### src/rtl/mem_pkg.sv
// Definitions shared between the SRAM core stage and its request front end:
// control codes, sequencer state encoding and datapath widths.
package mem_pkg;

    localparam int DATA_W = 16;
    localparam int ADDR_W = 16;
    localparam int CNT_W  = 4;

    typedef enum logic [1:0] {
        CTRL_IDLE  = 2'b00,
        CTRL_WRITE = 2'b01,
        CTRL_READ  = 2'b10
    } ctrl_t;

    typedef enum logic [1:0] {
        ST_IDLE   = 2'b00,
        ST_SETUP  = 2'b01,
        ST_STROBE = 2'b10,
        ST_HOLD   = 2'b11
    } state_t;

    // A phase lasting N cycles is timed by loading N-1 and counting to zero.
    function automatic logic [CNT_W-1:0] phase_load(input int cycles);
        return CNT_W'(cycles - 1);
    endfunction

endpackage

### src/rtl/phase_timer.sv
// Loadable down-counter that times one sequencer phase; done is high at zero.
module phase_timer
    import mem_pkg::*;
(
    input  logic             clk,
    input  logic             rst,
    input  logic             load,
    input  logic             dec,
    input  logic [CNT_W-1:0] load_val,
    output logic [CNT_W-1:0] cnt,
    output logic             done
);

    always_ff @(posedge clk or posedge rst) begin
        if (rst) begin
            cnt <= '0;
        end else if (load) begin
            cnt <= load_val;
        end else if (dec && cnt != '0) begin
            cnt <= cnt - CNT_W'(1);
        end
    end

    assign done = (cnt == '0);

endmodule

### src/rtl/mem_sequencer.sv
// Front end for the SRAM core: accepts one request at a time and plays it out
// as a registered SETUP / STROBE / HOLD sequence on control, addr and dataWrite.
module mem_sequencer
    import mem_pkg::*;
#(
    parameter int SETUP_CYC  = 1,
    parameter int STROBE_CYC = 2,
    parameter int HOLD_CYC   = 1
) (
    input  logic              clk,
    input  logic              rst,
    input  logic              req_valid,
    output logic              req_ready,
    input  logic              req_write,
    input  logic [ADDR_W-1:0] req_addr,
    input  logic [DATA_W-1:0] req_wdata,
    output logic              resp_valid,
    output logic [DATA_W-1:0] resp_rdata,
    output logic [1:0]        control,
    output logic [ADDR_W-1:0] addr,
    output logic [DATA_W-1:0] dataWrite,
    input  logic [DATA_W-1:0] dataRead,
    output logic [1:0]        dbg_state
);

    // Handshake: a request transfers on a rising edge where req_valid and
    // req_ready are both high; req_ready is high exactly while in IDLE, and the
    // master holds req_* stable until that edge.

    localparam logic [CNT_W-1:0] SETUP_LD  = phase_load(SETUP_CYC);
    localparam logic [CNT_W-1:0] STROBE_LD = phase_load(STROBE_CYC);
    localparam logic [CNT_W-1:0] HOLD_LD   = phase_load(HOLD_CYC);

    state_t           state;
    ctrl_t            ctrl_q;
    logic             wr_q;
    logic             tm_load;
    logic             tm_dec;
    logic [CNT_W-1:0] tm_val;
    logic [CNT_W-1:0] cnt;
    logic             done;

    phase_timer u_timer (
        .clk      (clk),
        .rst      (rst),
        .load     (tm_load),
        .dec      (tm_dec),
        .load_val (tm_val),
        .cnt      (cnt),
        .done     (done)
    );

    always_comb begin
        tm_load = 1'b0;
        tm_dec  = 1'b0;
        tm_val  = '0;
        case (state)
            ST_IDLE: begin
                if (req_valid) begin
                    tm_load = 1'b1;
                    tm_val  = SETUP_LD;
                end
            end
            ST_SETUP: begin
                if (done) begin
                    tm_load = 1'b1;
                    tm_val  = STROBE_LD;
                end else begin
                    tm_dec = 1'b1;
                end
            end
            ST_STROBE: begin
                if (done) begin
                    tm_load = 1'b1;
                    tm_val  = HOLD_LD;
                end else begin
                    tm_dec = 1'b1;
                end
            end
            ST_HOLD: begin
                tm_dec = !done;
            end
            default: begin
                tm_load = 1'b0;
            end
        endcase
    end

    always_ff @(posedge clk or posedge rst) begin
        if (rst) begin
            state      <= ST_IDLE;
            ctrl_q     <= CTRL_IDLE;
            wr_q       <= 1'b0;
            addr       <= '0;
            dataWrite  <= '0;
            resp_valid <= 1'b0;
            resp_rdata <= '0;
        end else begin
            resp_valid <= 1'b0;
            case (state)
                ST_IDLE: begin
                    if (req_valid) begin
                        wr_q      <= req_write;
                        addr      <= req_addr;
                        dataWrite <= req_wdata;
                        state     <= ST_SETUP;
                    end
                end
                ST_SETUP: begin
                    // Strobe code is registered here so it is stable for the
                    // whole first STROBE cycle.
                    if (done) begin
                        ctrl_q <= wr_q ? CTRL_WRITE : CTRL_READ;
                        state  <= ST_STROBE;
                    end
                end
                ST_STROBE: begin
                    if (done) begin
                        if (!wr_q) begin
                            resp_rdata <= dataRead;
                        end
                        ctrl_q <= CTRL_IDLE;
                        state  <= ST_HOLD;
                    end
                end
                ST_HOLD: begin
                    if (done) begin
                        resp_valid <= 1'b1;
                        state      <= ST_IDLE;
                    end
                end
                default: begin
                    state <= ST_IDLE;
                end
            endcase
        end
    end

    assign req_ready = (state == ST_IDLE);
    assign control   = ctrl_q;
    assign dbg_state = state;

endmodule
### config.mk
export PLATFORM = sky130hd
export DESIGN_NAME = mem_sequencer
export DESIGN_NICKNAME = d
export VERILOG_FILES = /design/src/rtl/mem_pkg.sv /design/src/rtl/phase_timer.sv /design/src/rtl/mem_sequencer.sv
export SDC_FILE = /design/constraint.sdc
export NUM_CORES = 1
export LEC_CHECK = 0
export CAP_MARGIN = 5
export CORE_MARGIN = 10
export CORE_UTILIZATION = 42
export DETAILED_ROUTE_END_ITERATION = 10
export GPL_TIMING_DRIVEN = 1
export PLACE_DENSITY = 0.88
export SLEW_MARGIN = 20
export SYNTH_ARGS = -nofsm -noshare
export SYNTH_HDL_FRONTEND = slang
export SYNTH_HIERARCHICAL = 1
export SYNTH_SLANG_ARGS = --single-unit
### constraint.sdc
create_clock -name clk -period 2.5 [get_ports clk]
set_input_delay 0.5 -clock clk [delete_from_list [all_inputs] [get_ports clk]]
set_output_delay 0.5 -clock clk [all_outputs]
set_load 0.02 [all_outputs]
* Word level (Yosys, flattened, before mapping)
Cells that the tools add are included.
Word-level totals: input bits 52, flip-flop bits (word level) 58
Cells by class: muxes and demuxes 18, eq/ne operators 7, add/subtract/negate cells 1, reductions and logical operators 12, bitwise logic cells 1
Operators with widths (number):
- 2-to-1 mux 2 bit | 6
- 2-to-1 mux 4 bit | 2
- != test 2 bit, second input constant | 4
- one-hot mux 2 bit (4 select lines) | 1
- 2-to-1 mux 1 bit | 6
- AND reduction 3 bit | 2
- == test 2 bit, second input constant | 2
- logical NOT 4 bit | 1
- one-hot mux 1 bit (2 select lines) | 2
- one-hot mux 2 bit (2 select lines) | 1
- AND reduction 4 bit | 1
- nonzero test 2 bit | 2
- nonzero test 4 bit | 1
- subtractor 4 x 1 -> 4 bit, second input constant | 1
- == test 2 x 1 -> 1 bit, second input constant | 1
- logical NOT 2 bit | 1
- AND reduction 2 bit | 1
- OR reduction 2 bit | 1
- logical AND 1 bit | 1
- logical NOT 1 bit | 1
- inverter 1 bit | 1

* Longest topological paths before layout
depth in word-level cells 6, mapped depth 10

* By module
Netlist, hierarchy kept.
By module, submodules not included:
- mem_sequencer | sequential area each 1351.3 um^2, instances 1, area an instance 2184.6 um^2, cells an instance 138
- phase_timer | sequential area each 100.1 um^2, instances 1, area an instance 261.5 um^2, cells an instance 28

* Worst setup path after synthesis
No wires, ideal clock.
path kind reg-to-reg, start reg u_timer.cnt[0], end reg u_timer.cnt[3], required time 2374 ps, arrival 2106 ps, library setup time 126 ps, cell stages (with the launch flop) 10, slack 268 ps, cell sequence dfrtp_1 -> inv_1 -> ha_1 -> or3b_4 -> inv_1 -> buf_2 -> nor3_1 -> nor4b_2 -> nor3b_1 -> a221o_1
On the way: word-level cells in the longest chain between the ends 5, elaborated cells between the ends (all ways) 12, classes of those cells add/sub (1); mux (6); reduce/logical (5)
RTL lines:
- start: declaration | line phase_timer.sv:10 | output logic [CNT_W-1:0] cnt,
- start signal: assignment | line phase_timer.sv:18 | cnt <= load_val;
- start signal: assignment | line phase_timer.sv:20 | cnt <= cnt - CNT_W'(1);
- logical NOT 4 bit * | line phase_timer.sv:24 | assign done = (cnt == '0);
- via done | line mem_sequencer.sv:41 | logic done;
- 2-to-1 mux 1 bit / logical NOT 1 bit (equally long branches) | line mem_sequencer.sv:65, mem_sequencer.sv:73, mem_sequencer.sv:81
- one-hot mux 1 bit (2 select lines) * | line mem_sequencer.sv:57 | case (state)
- via tm_dec | line mem_sequencer.sv:38 | logic tm_dec;
- logical AND 1 bit * | line phase_timer.sv:19 | end else if (dec && cnt != '0) begin
- nonzero test 2 bit (no line) *
The timed path passes the listed nets; every way through them passes the cells marked *. The select of a mux whose other input is x is not followed. A chain may end at the register's enable or synchronous reset.

* Worst setup path in the final report
start reg state[0], in the netlist dbg_state[0], end out req_ready
On the way: word-level cells in the longest chain between the ends 1
RTL lines:
- start: declaration | line mem_sequencer.sv:34 | state_t state;
- start signal: assignment | line mem_sequencer.sv:91 | state <= ST_IDLE;
- start signal: assignment | line mem_sequencer.sv:106 | state <= ST_SETUP;
- start signal: assignment | line mem_sequencer.sv:114 | state <= ST_STROBE;
- logical NOT 2 bit | line mem_sequencer.sv:139 | assign req_ready = (state == ST_IDLE);
- end: declaration | line mem_sequencer.sv:13 | output logic req_ready,
No other way between the ends.

==> results.yml <==
drt:
  initialDrtViolationCount: 38
  route.vias.total: 1700
  ant_nets: 0
  drt-total-wl_um: 5990
  firstDrtPassIters: 6
  post-route-drc-count: 0
  avgRoutedWirePerCell_um: 16.7
  vias_per_cell: 4.74
clock_network:
  clkTransAtPathRegs_ns: 0.06
  cts_tree: "done"
  clk-insertion-delay-late_ns: 0.32
  post_cts_buffers: 0
  post_cts_resized: 0
  clock-sinks: 58
  cts_root_buf: "clkbuf_8"
  cts_made_buffers: 9
  postCtsHoldBufs: 0
  clockBufferDepth: 2
  htree_levels: 3
timing:
  skew_ns: 0.0122
  min_period_over_period_pct: 92.5
  setup_viol: 0
  hold_slack_ns: 0.437
  drv_slew: 0
  tns_ns: 0
  rsz0062_at_grt: "no"
  fin_crit_ns: 2.31
  fmax_mhz: 432
  final-hold-violation-count: 0
  setup_ws_ns: 0.187
synth:
  synthTopCellsByArea: "dfrtp_1, mux2_2, mux2_4"
  ys_seq_elements: 58
  synth_area_um2: 2450
  yosysTopAreaCell: "dfrtp_1"
  yosysSeqAreaShare_pct: 59.3
  synth_cell_type_count: 31
  avgSynthCellArea_um2: 14.7
  synthCells: 166
  yosys.area.top_type_share_pct: 59.3
  yosysWarnings: 6
grt:
  grt_overflow: 0
  grt_max_degree: 22
  track_usage_pct: 13.1
  grt_pass1_wl_um: 9360
  first_global_vias: 1895
  antenna_found_initial: 0
placed_design:
  dpl.hpwl_um: 4730
  dp.cells: 344
  dpl-instance-area_um2: 3600
  gp_congestion: 0.743
  place_ws_ns: 0.0475
  io_buffers: 105
worst_setup_path:
  r2r_start: "u_timer/cnt[0]$_DFFE_PP0P_"
  critPathMaxFanout: 5
  cp-startpoint: "dbg_state[0]$_DFFE_PP0P_"
  worstSetupPathType: "flip-flop to primary output"
  arrival_ns: 1.81
  worst-r2r-setup-slack_ns: 0.22
  start_kind: "flip-flop"
  r2r_cells: 8
  crit_end: "req_ready"
  end_kind: "primary output"
  regToRegEndpoint: "u_timer/cnt[3]$_DFFE_PP0P_"
  cp.required_ns: 2.00
cells_and_area:
  diodes: 0
  finalNonFillerCells: 359
  nNetsFinal: 341
  final_cell_mix: "clkdlybuf4s50_1, dfrtp_1, mux2_2"
  drive_gt1_share_pct: 26.5
  fin_util_pct: 67.7
  syn_to_final_growth_pct: 54.2
  layout_commonest_cell: "clkdlybuf4s50_1"
  final_area_um2: 3770
pwr:
  power_mw: 5.21
  peakVddDrop_v: 0.000779
  power_density_nw_per_um2: 1380
  power_leakage_nw: 1.67
floorplan:
  core_um2: 5570
  die_area_um2: 9280
  start_util_pct: 43.9
  die_h_um: 96.3
  io_pins: 106
  rows: 27
  die_x_um: 96.3
hold_path:
  hp-class: "input port to asynchronous set/reset pin"
job:
  cap_violations: 0
outcome:
  status: "completed"
-- per-layer routing --
layer	GRT usage, %	wire length (µm)
met5	0	0
met1	15.0	2450
met3	7.39	728
met4	5.33	94
met2	20.0	2710
-- synth_stat cells --
| library cell | instances |
|---|---|
| nor2_1 | 2 |
| or3b_4 | 1 |
| dfrtp_1 | 58 |
| a21oi_1 | 4 |
| nand2b_1 | 1 |
| inv_1 | 11 |
| buf_2 | 4 |
| a2bb2oi_1 | 1 |
| a32o_1 | 1 |
| nand2_1 | 4 |
| mux2i_1 | 1 |
| nand2_2 | 1 |
| and3_4 | 1 |
| mux2_2 | 40 |
| nand3_4 | 1 |
| conb_1 | 1 |
| clkbuf_1 | 1 |
| o22ai_1 | 2 |
| buf_6 | 1 |
| ha_1 | 6 |
| and4b_1 | 1 |
| and2_1 | 2 |
| nor3_1 | 3 |
| o21ai_0 | 1 |
| nor4b_2 | 1 |
| o31a_1 | 1 |
| mux2_4 | 10 |
| a31o_1 | 1 |
| nor3b_1 | 1 |
| o21ai_1 | 2 |
| a221o_1 | 1 |
-- power breakdown --
part | switching, mW | internal, mW | total (mW)
registers | 0.267 | 1.42 | 1.69
clock network | 0.333 | 0.403 | 0.735
logic | 1.29 | 1.49 | 2.78
-- cells by family after synthesis --
family / after synthesis / synth area share (%)
AOI/OAI and AO/OA: 14 / 3.84
adders and majority gates: 6 / 3.07
buffers and inverters: 17 / 3.12
DFF: 58 / 59.3
muxes: 51 / 25.0
other: 1 / 0.153
and+or+nand+nor: 19 / 5.52
-- cell type report --
| class | count | area (µm²) |
|---|---|---|
| clock inverters | 3 | 15.0 |
| inverters | 11 | 41.3 |
| well taps | 72 | 90.1 |
| clock buffers | 12 | 155 |
| flip-flops and latches | 58 | 1450 |
| repair buffers | 110 | 1090 |
| multi-input cells | 93 | 931 |
| fillers | 414 | 1800 |
-- worst max-delay path: stages (launching register included) --
cell	delay [ns]
dfrtp_1	0.43
inv_1	0.12
ha_1	0.28
clkdlybuf4s50_1	0.66
-- how the worst min path moves through the flow --
| stage | start | slack (ns) | endpoint |
|---|---|---|---|
| floorplan | rst | 0.27 | u_timer/cnt[0]$_DFFE_PP0P_ |
| global placement | resp_rdata[10]$_DFFE_PP0P_ | 0.49 | resp_rdata[10]$_DFFE_PP0P_ |
| detailed placement | control[0]$_DFFE_PP0P_ | 0.48 | control[0]$_DFFE_PP0P_ |
| CTS | rst | 0.43 | u_timer/cnt[1]$_DFFE_PP0P_ |
| global route | rst | 0.44 | u_timer/cnt[1]$_DFFE_PP0P_ |
| finish | rst | 0.44 | u_timer/cnt[1]$_DFFE_PP0P_ |
-- registers in the layout, indices dropped and copies added (netlist names) --
register,count
control,2
dbg_state,2
u_timer/cnt,4
resp_valid,1
dataWrite,16
resp_rdata,16
addr,16
wr_q,1
Power figures use the tool's default switching activity.
